**src/rtl/sys_ctrl.sv**
```systemverilog
// sys_ctrl: decodes UART command frames, sequences register file and ALU accesses,
// and queues response bytes into the TX FIFO.
module sys_ctrl #(
    parameter int WIDTH           = 8,
    parameter int no_of_addresses = 16,
    parameter int address_bits    = $clog2(no_of_addresses)
) (
    input  logic                    REF_CLK,
    input  logic                    RST_N,
    input  logic [WIDTH-1:0]        RX_P_DATA,
    input  logic                    RX_D_VLD,
    input  logic [WIDTH-1:0]        RF_RD_DATA,
    input  logic                    RF_RD_DATA_VLD,
    input  logic [2*WIDTH-1:0]      ALU_OUT,
    input  logic                    ALU_OUT_VLD,
    input  logic                    FIFO_FULL,
    output logic [address_bits-1:0] RF_ADDRESS,
    output logic                    RF_WR_EN,
    output logic                    RF_RD_EN,
    output logic [WIDTH-1:0]        RF_WR_DATA,
    output logic                    ALU_EN,
    output logic [3:0]              ALU_FUN,
    output logic                    CLK_GATE_EN,
    output logic [WIDTH-1:0]        TX_P_DATA,
    output logic                    TX_D_VLD
);
    typedef enum logic [3:0] {
        IDLE, WR_ADDR, WR_DATA, RD_ADDR, RD_WAIT,
        OP_A, OP_B, ALU_FUN_S, ALU_WAIT, TX_BYTE0, TX_BYTE1
    } state_t;

    state_t                  state, state_nx;
    logic [2*WIDTH-1:0]      res, res_nx;
    logic                    two, two_nx;
    logic [address_bits-1:0] addr_nx;
    logic [WIDTH-1:0]        wdata_nx, tx_nx;
    logic [3:0]              fun_nx;
    logic                    wr_nx, rd_nx, alu_nx, txv_nx;

    always_comb begin
        state_nx = state;
        res_nx   = res;
        two_nx   = two;
        addr_nx  = RF_ADDRESS;
        wdata_nx = RF_WR_DATA;
        fun_nx   = ALU_FUN;
        tx_nx    = TX_P_DATA;
        wr_nx    = 1'b0;
        rd_nx    = 1'b0;
        alu_nx   = 1'b0;
        txv_nx   = 1'b0;
        case (state)
            IDLE: if (RX_D_VLD)
                case (RX_P_DATA)
                    WIDTH'(8'hAA): state_nx = WR_ADDR;
                    WIDTH'(8'hBB): state_nx = RD_ADDR;
                    WIDTH'(8'hCC): state_nx = OP_A;
                    WIDTH'(8'hDD): state_nx = ALU_FUN_S;
                    default:       state_nx = IDLE;
                endcase
            WR_ADDR: if (RX_D_VLD) begin
                addr_nx  = RX_P_DATA[address_bits-1:0];
                state_nx = WR_DATA;
            end
            WR_DATA: if (RX_D_VLD) begin
                wdata_nx = RX_P_DATA;
                wr_nx    = 1'b1;
                state_nx = IDLE;
            end
            RD_ADDR: if (RX_D_VLD) begin
                addr_nx  = RX_P_DATA[address_bits-1:0];
                rd_nx    = 1'b1;
                state_nx = RD_WAIT;
            end
            RD_WAIT: if (RF_RD_DATA_VLD) begin
                res_nx   = {{WIDTH{1'b0}}, RF_RD_DATA};
                two_nx   = 1'b0;
                state_nx = TX_BYTE0;
            end
            OP_A: if (RX_D_VLD) begin
                addr_nx  = '0;
                wdata_nx = RX_P_DATA;
                wr_nx    = 1'b1;
                state_nx = OP_B;
            end
            OP_B: if (RX_D_VLD) begin
                addr_nx  = address_bits'(1);
                wdata_nx = RX_P_DATA;
                wr_nx    = 1'b1;
                state_nx = ALU_FUN_S;
            end
            ALU_FUN_S: if (RX_D_VLD) begin
                fun_nx   = RX_P_DATA[3:0];
                alu_nx   = 1'b1;
                state_nx = ALU_WAIT;
            end
            ALU_WAIT: if (ALU_OUT_VLD) begin
                res_nx   = ALU_OUT;
                two_nx   = 1'b1;
                state_nx = TX_BYTE0;
            end
            // TX_P_DATA only changes alongside its strobe, so it holds under backpressure
            TX_BYTE0: if (!FIFO_FULL) begin
                tx_nx    = res[WIDTH-1:0];
                txv_nx   = 1'b1;
                state_nx = two ? TX_BYTE1 : IDLE;
            end
            TX_BYTE1: if (!FIFO_FULL) begin
                tx_nx    = res[2*WIDTH-1:WIDTH];
                txv_nx   = 1'b1;
                state_nx = IDLE;
            end
            default: state_nx = IDLE;
        endcase
    end

    always_ff @(posedge REF_CLK or negedge RST_N) begin
        if (!RST_N) begin
            state       <= IDLE;
            res         <= '0;
            two         <= 1'b0;
            RF_ADDRESS  <= '0;
            RF_WR_DATA  <= '0;
            ALU_FUN     <= '0;
            TX_P_DATA   <= '0;
            RF_WR_EN    <= 1'b0;
            RF_RD_EN    <= 1'b0;
            ALU_EN      <= 1'b0;
            TX_D_VLD    <= 1'b0;
            CLK_GATE_EN <= 1'b0;
        end else begin
            state       <= state_nx;
            res         <= res_nx;
            two         <= two_nx;
            RF_ADDRESS  <= addr_nx;
            RF_WR_DATA  <= wdata_nx;
            ALU_FUN     <= fun_nx;
            TX_P_DATA   <= tx_nx;
            RF_WR_EN    <= wr_nx;
            RF_RD_EN    <= rd_nx;
            ALU_EN      <= alu_nx;
            TX_D_VLD    <= txv_nx;
            CLK_GATE_EN <= state_nx inside {OP_A, OP_B, ALU_FUN_S, ALU_WAIT};
        end
    end
endmodule

```
**config.mk**
```make
export PLATFORM = sky130hd
export DESIGN_NAME = sys_ctrl
export DESIGN_NICKNAME = d
export VERILOG_FILES = /design/src/rtl/sys_ctrl.sv
export SDC_FILE = /design/constraint.sdc
export NUM_CORES = 1
export LEC_CHECK = 0
export ABC_AREA = 1
export BUFFER_PORTS_ARGS = -buffer_cell sky130_fd_sc_hd__clkbuf_2
export CAP_MARGIN = 20
export CORE_AREA = 2 2 75 77
export DETAILED_ROUTE_END_ITERATION = 8
export DIE_AREA = 0 0 77 79
export GPL_TIMING_DRIVEN = 0
export PLACE_DENSITY_LB_ADDON = 0.15
export RECOVER_POWER = 50
export SLEW_MARGIN = 0
export SYNTH_ARGS = -nofsm -noshare
export SYNTH_HDL_FRONTEND = slang
export SYNTH_SLANG_ARGS = --single-unit
```
**constraint.sdc**
```tcl
create_clock -name REF_CLK -period 1.44 [get_ports REF_CLK]
set_clock_uncertainty 0.15 [all_clocks]
set_input_delay 0.144 -clock REF_CLK [delete_from_list [all_inputs] [get_ports REF_CLK]]
set_output_delay 0.144 -clock REF_CLK [all_outputs]
set_load 0.05 [all_outputs]
```
==> summary.md <==
| Metric | Value |
|---|---|
| Final setup TNS | `-5.614 ns` |
| Final Hold Fails | `0` |
| GRT met1 Usage | `0.2571` |
| Tmin final | `1.667 ns` |
| Finish-stage setup viols | `40` |
| CTS Buf Count | `5` |
| Post-DP HPWL | `4065 um` |
| Initial antenna violation count | `0` |
| Cells along the critical path | `inv_4, nor2_4, o21ai_4, inv_2, o21ai_4, buf_6, nand2_1, o21ai_1` |
| Leakage Power | `1.900 nW` |
| Largest net degree at the start of global routing | `36` |
| Seq/Total Area, Yosys | `0.5294` |
| Post-synth top area share | `0.5294` |
| Max clock buf depth | `2` |
| Fill count | `428` |
| Cell seen most often among critical-path stages | `o21ai_4` |
| Dpl cells | `421` |
| Final period util | `1.158` |
| Remaining antenna violation count | `0` |
| N_diodes | `0` |
| Max stage delay on crit path | `0.48 ns` |
| Drt via density | `4.710` |
| Synth Warn # | `0` |
| Final WL | `6164 um` |
| Synth Instances | `284` |
| Clk slew on worst S/H paths | `0.09 ns` |
| Layout cells sized above 1 | `0.4348` |
| Worst-path fanout max | `5` |
| Die area | `6083 um2` |
| CP max stage cell | `dfrtp_2` |
| DRC errors left | `0` |
| Final Max Tran Viols | `0` |
| Starting DRT DRC Count | `54` |
| Critical path required time | `1.52 ns` |
| HP Class | `input pin to flop` |
| Starting Density | `0.4428` |
| Pwr Density | `2087 nW/um2` |
| Mapped Nets | `322` |
| Netlist cell types | `24` |
| Met2 Track Usage GR | `0.3675` |
| Post-synth top area cell | `dfrtp_1` |
| Vias in the first global route | `2144` |
| Gr busiest metal | `met2` |
| GP Congestion | `0.7926` |
| Unrepaired setup endpoints after global routing | `yes` |
| Area grow syn2layout | `54.53%` |
| Avg Cell Area, Syn | `8.322 um2` |
| CP arrival | `1.74 ns` |
| CTS H-Tree Depth | `2` |
| # nets final | `452` |
| Worst Setup Start Kind | `flop` |
| Post-Layout Cell Count | `486` |
| Post-layout worst setup margin | `-0.2272 ns` |
| DIE HEIGHT | `79 um` |
| Vias | `2289` |
| Synthesized area | `2364 um2` |
| Total grt overflow | `0` |
| Fmax | `0.5998 GHz` |
| Core ar. | `5338 um2` |
| # rows | `27` |
| Status | `complete, but fails checks` |
| Tightest Pin Transition | `0.4610 ns` |
| First-pass GRT wire length | `9867 um` |
| Die W | `77 um` |
| # IOs | `67` |
| Worst path top cell family by delay | `compound AO/OA/AOI/OAI gates` |
| CTS Sinks | `50` |
| Drt first pass iters | `4` |
| Synth area leaders | `dfrtp_1 (53%), nand2_1 (13%), nor2_1 (6.8%), nand3_1 (5.3%), a31oi_1 (4.5%)` |
| Max cap viols | `0` |
| Worst skew pair latency | `0.30 ns` |
| CTS tree | `yes` |
| Per-cell routed wire length | `12.68 um` |
| Peak supply drop | `0.9981 mV` |
| CP Buf/Inv Count | `3` |
| Setup crit end kind | `flop` |
| IO Port Bufs | `64` |
| Setup CP Type | `flop to flop` |
| Failing checks | `negative setup slack` |
| All-Layer GR Usage | `0.2052` |
| Root buf cell | `clkbuf_8` |
| Worst relative slew slack | `0.6927` |
| Met3 Use GR | `0.04091` |
| #FFs+latches synth | `50` |
| Hold Slack | `0.01078 ns` |
==> cells by family after synthesis <==
group           count (synthesis)  synth area share
flops                          50            0.5294
compound gates                 36           0.09317
buf+inv                        35           0.07199
simple gates                  163            0.3055
==> timing repair <==
action	CTS	global route
resized for setup	30	48
cloned	0	2
endpoints found under the setup margin	47	46
pin swaps	5	21
hold buffers	30	0
endpoints found under the hold margin	37	0
buffers inserted	18	9
==> synth_stat cells, drive strengths merged <==
| master | count |
|---|---|
| dfrtp | 50 |
| o21ai | 16 |
| nor3 | 1 |
| nor2 | 48 |
| clkbuf | 2 |
| nand4 | 1 |
| inv | 27 |
| o22ai | 3 |
| buf | 6 |
| a31oi | 17 |
| nand2 | 85 |
| nand3 | 28 |
==> worst min-delay path, delay by kind of cell <==
family                 cells  cell delay [ns]
AOI/OAI and AO/OA          1             0.07
buffers and inverters      2             0.21
==> registers in the layout, summed over array words and instances (netlist names) <==
register and cells:
TX_P_DATA 8, ALU_EN 1, RF_RD_EN 1, ALU_FUN 4
two 1, RF_ADDRESS 4, RF_WR_DATA 8, TX_D_VLD 1
CLK_GATE_EN 1, state 4, RF_WR_EN 1, res 16
==> power breakdown <==
part	internal (mW)	leakage [nW]	total, mW	switching [mW]
Combinational	1.60	1.24	4.35	2.75
Clock	0.334	0.0373	0.783	0.449
Sequential	2.02	0.625	2.49	0.471
Total	3.96	1.90	7.62	3.67
==> layout by cell type (no fill, tap or decap), types with 17 or more instances in the layout <==
cell            n
a31oi_1        17
inv_1          18
nand2_2        21
clkbuf_2       65
dfrtp_1        46
nor2_1         28
nand2_1        59
nand3_1        21
buf_4          19
dlygate4sd3_1  30
==> per-stage QoR <==
step | worst slack [ns] | total power [mW] | util | cell area, um2
3_3_place_gp | -0.2943 | 5.686 | 0.5225 | 2789
2_1_floorplan | -0.08602 | 4.951 | - | 2379
3_5_place_dp | -0.3182 | 5.752 | 0.5263 | 2809
4_1_cts | -0.1391 | 7.105 | 0.6442 | 3438
6_report | -0.2272 | 7.622 | 0.6842 | 3652
5_1_grt | -0.2948 | 8.145 | 0.6842 | 3652
==> layer usage <==
| metal | share of wire | up-vias | wire length, um |
|---|---|---|---|
| li1 | - | 1179 | - |
| met1 | 0.43 | 1046 | 2643 |
| met2 | 0.52 | 60 | 3192 |
| met3 | 0.045 | 4 | 280 |
| met4 | 0.0076 | 0 | 47 |
| met5 | 0 | - | 0 |
==> final timing paths <==
kind,start,end,slack [ns],depth (start not counted)
max,state[0]$_DFF_PN0_,RF_WR_DATA[5]$_DFFE_PN0P_,-0.23,8
min,RX_P_DATA[3],RF_WR_DATA[3]$_DFFE_PN0P_,0.01,3
max reg2reg,state[0]$_DFF_PN0_,RF_WR_DATA[5]$_DFFE_PN0P_,-0.23,8
min reg2reg,res[8]$_DFFE_PN0P_,res[8]$_DFFE_PN0P_,0.34,2
max in group asynchronous,RST_N,TX_P_DATA[7]$_DFFE_PN0P_,0.15,3
min in group asynchronous,RST_N,CLK_GATE_EN$_DFF_PN0_,0.15,2
==> cell type report <==
type,count,area (um2),share of cell area
flip-flops and latches,50,1256,0.3440
well taps,72,90.09,0.02467
clock inverters,1,7.507,0.002056
plain buffers,7,65.06,0.01781
repair buffers,124,909.6,0.2491
multi-input cells,199,1137,0.3114
inverters,27,113.9,0.03118
clock buffers,6,72.57,0.01987
(Power assumes the default switching activity.)
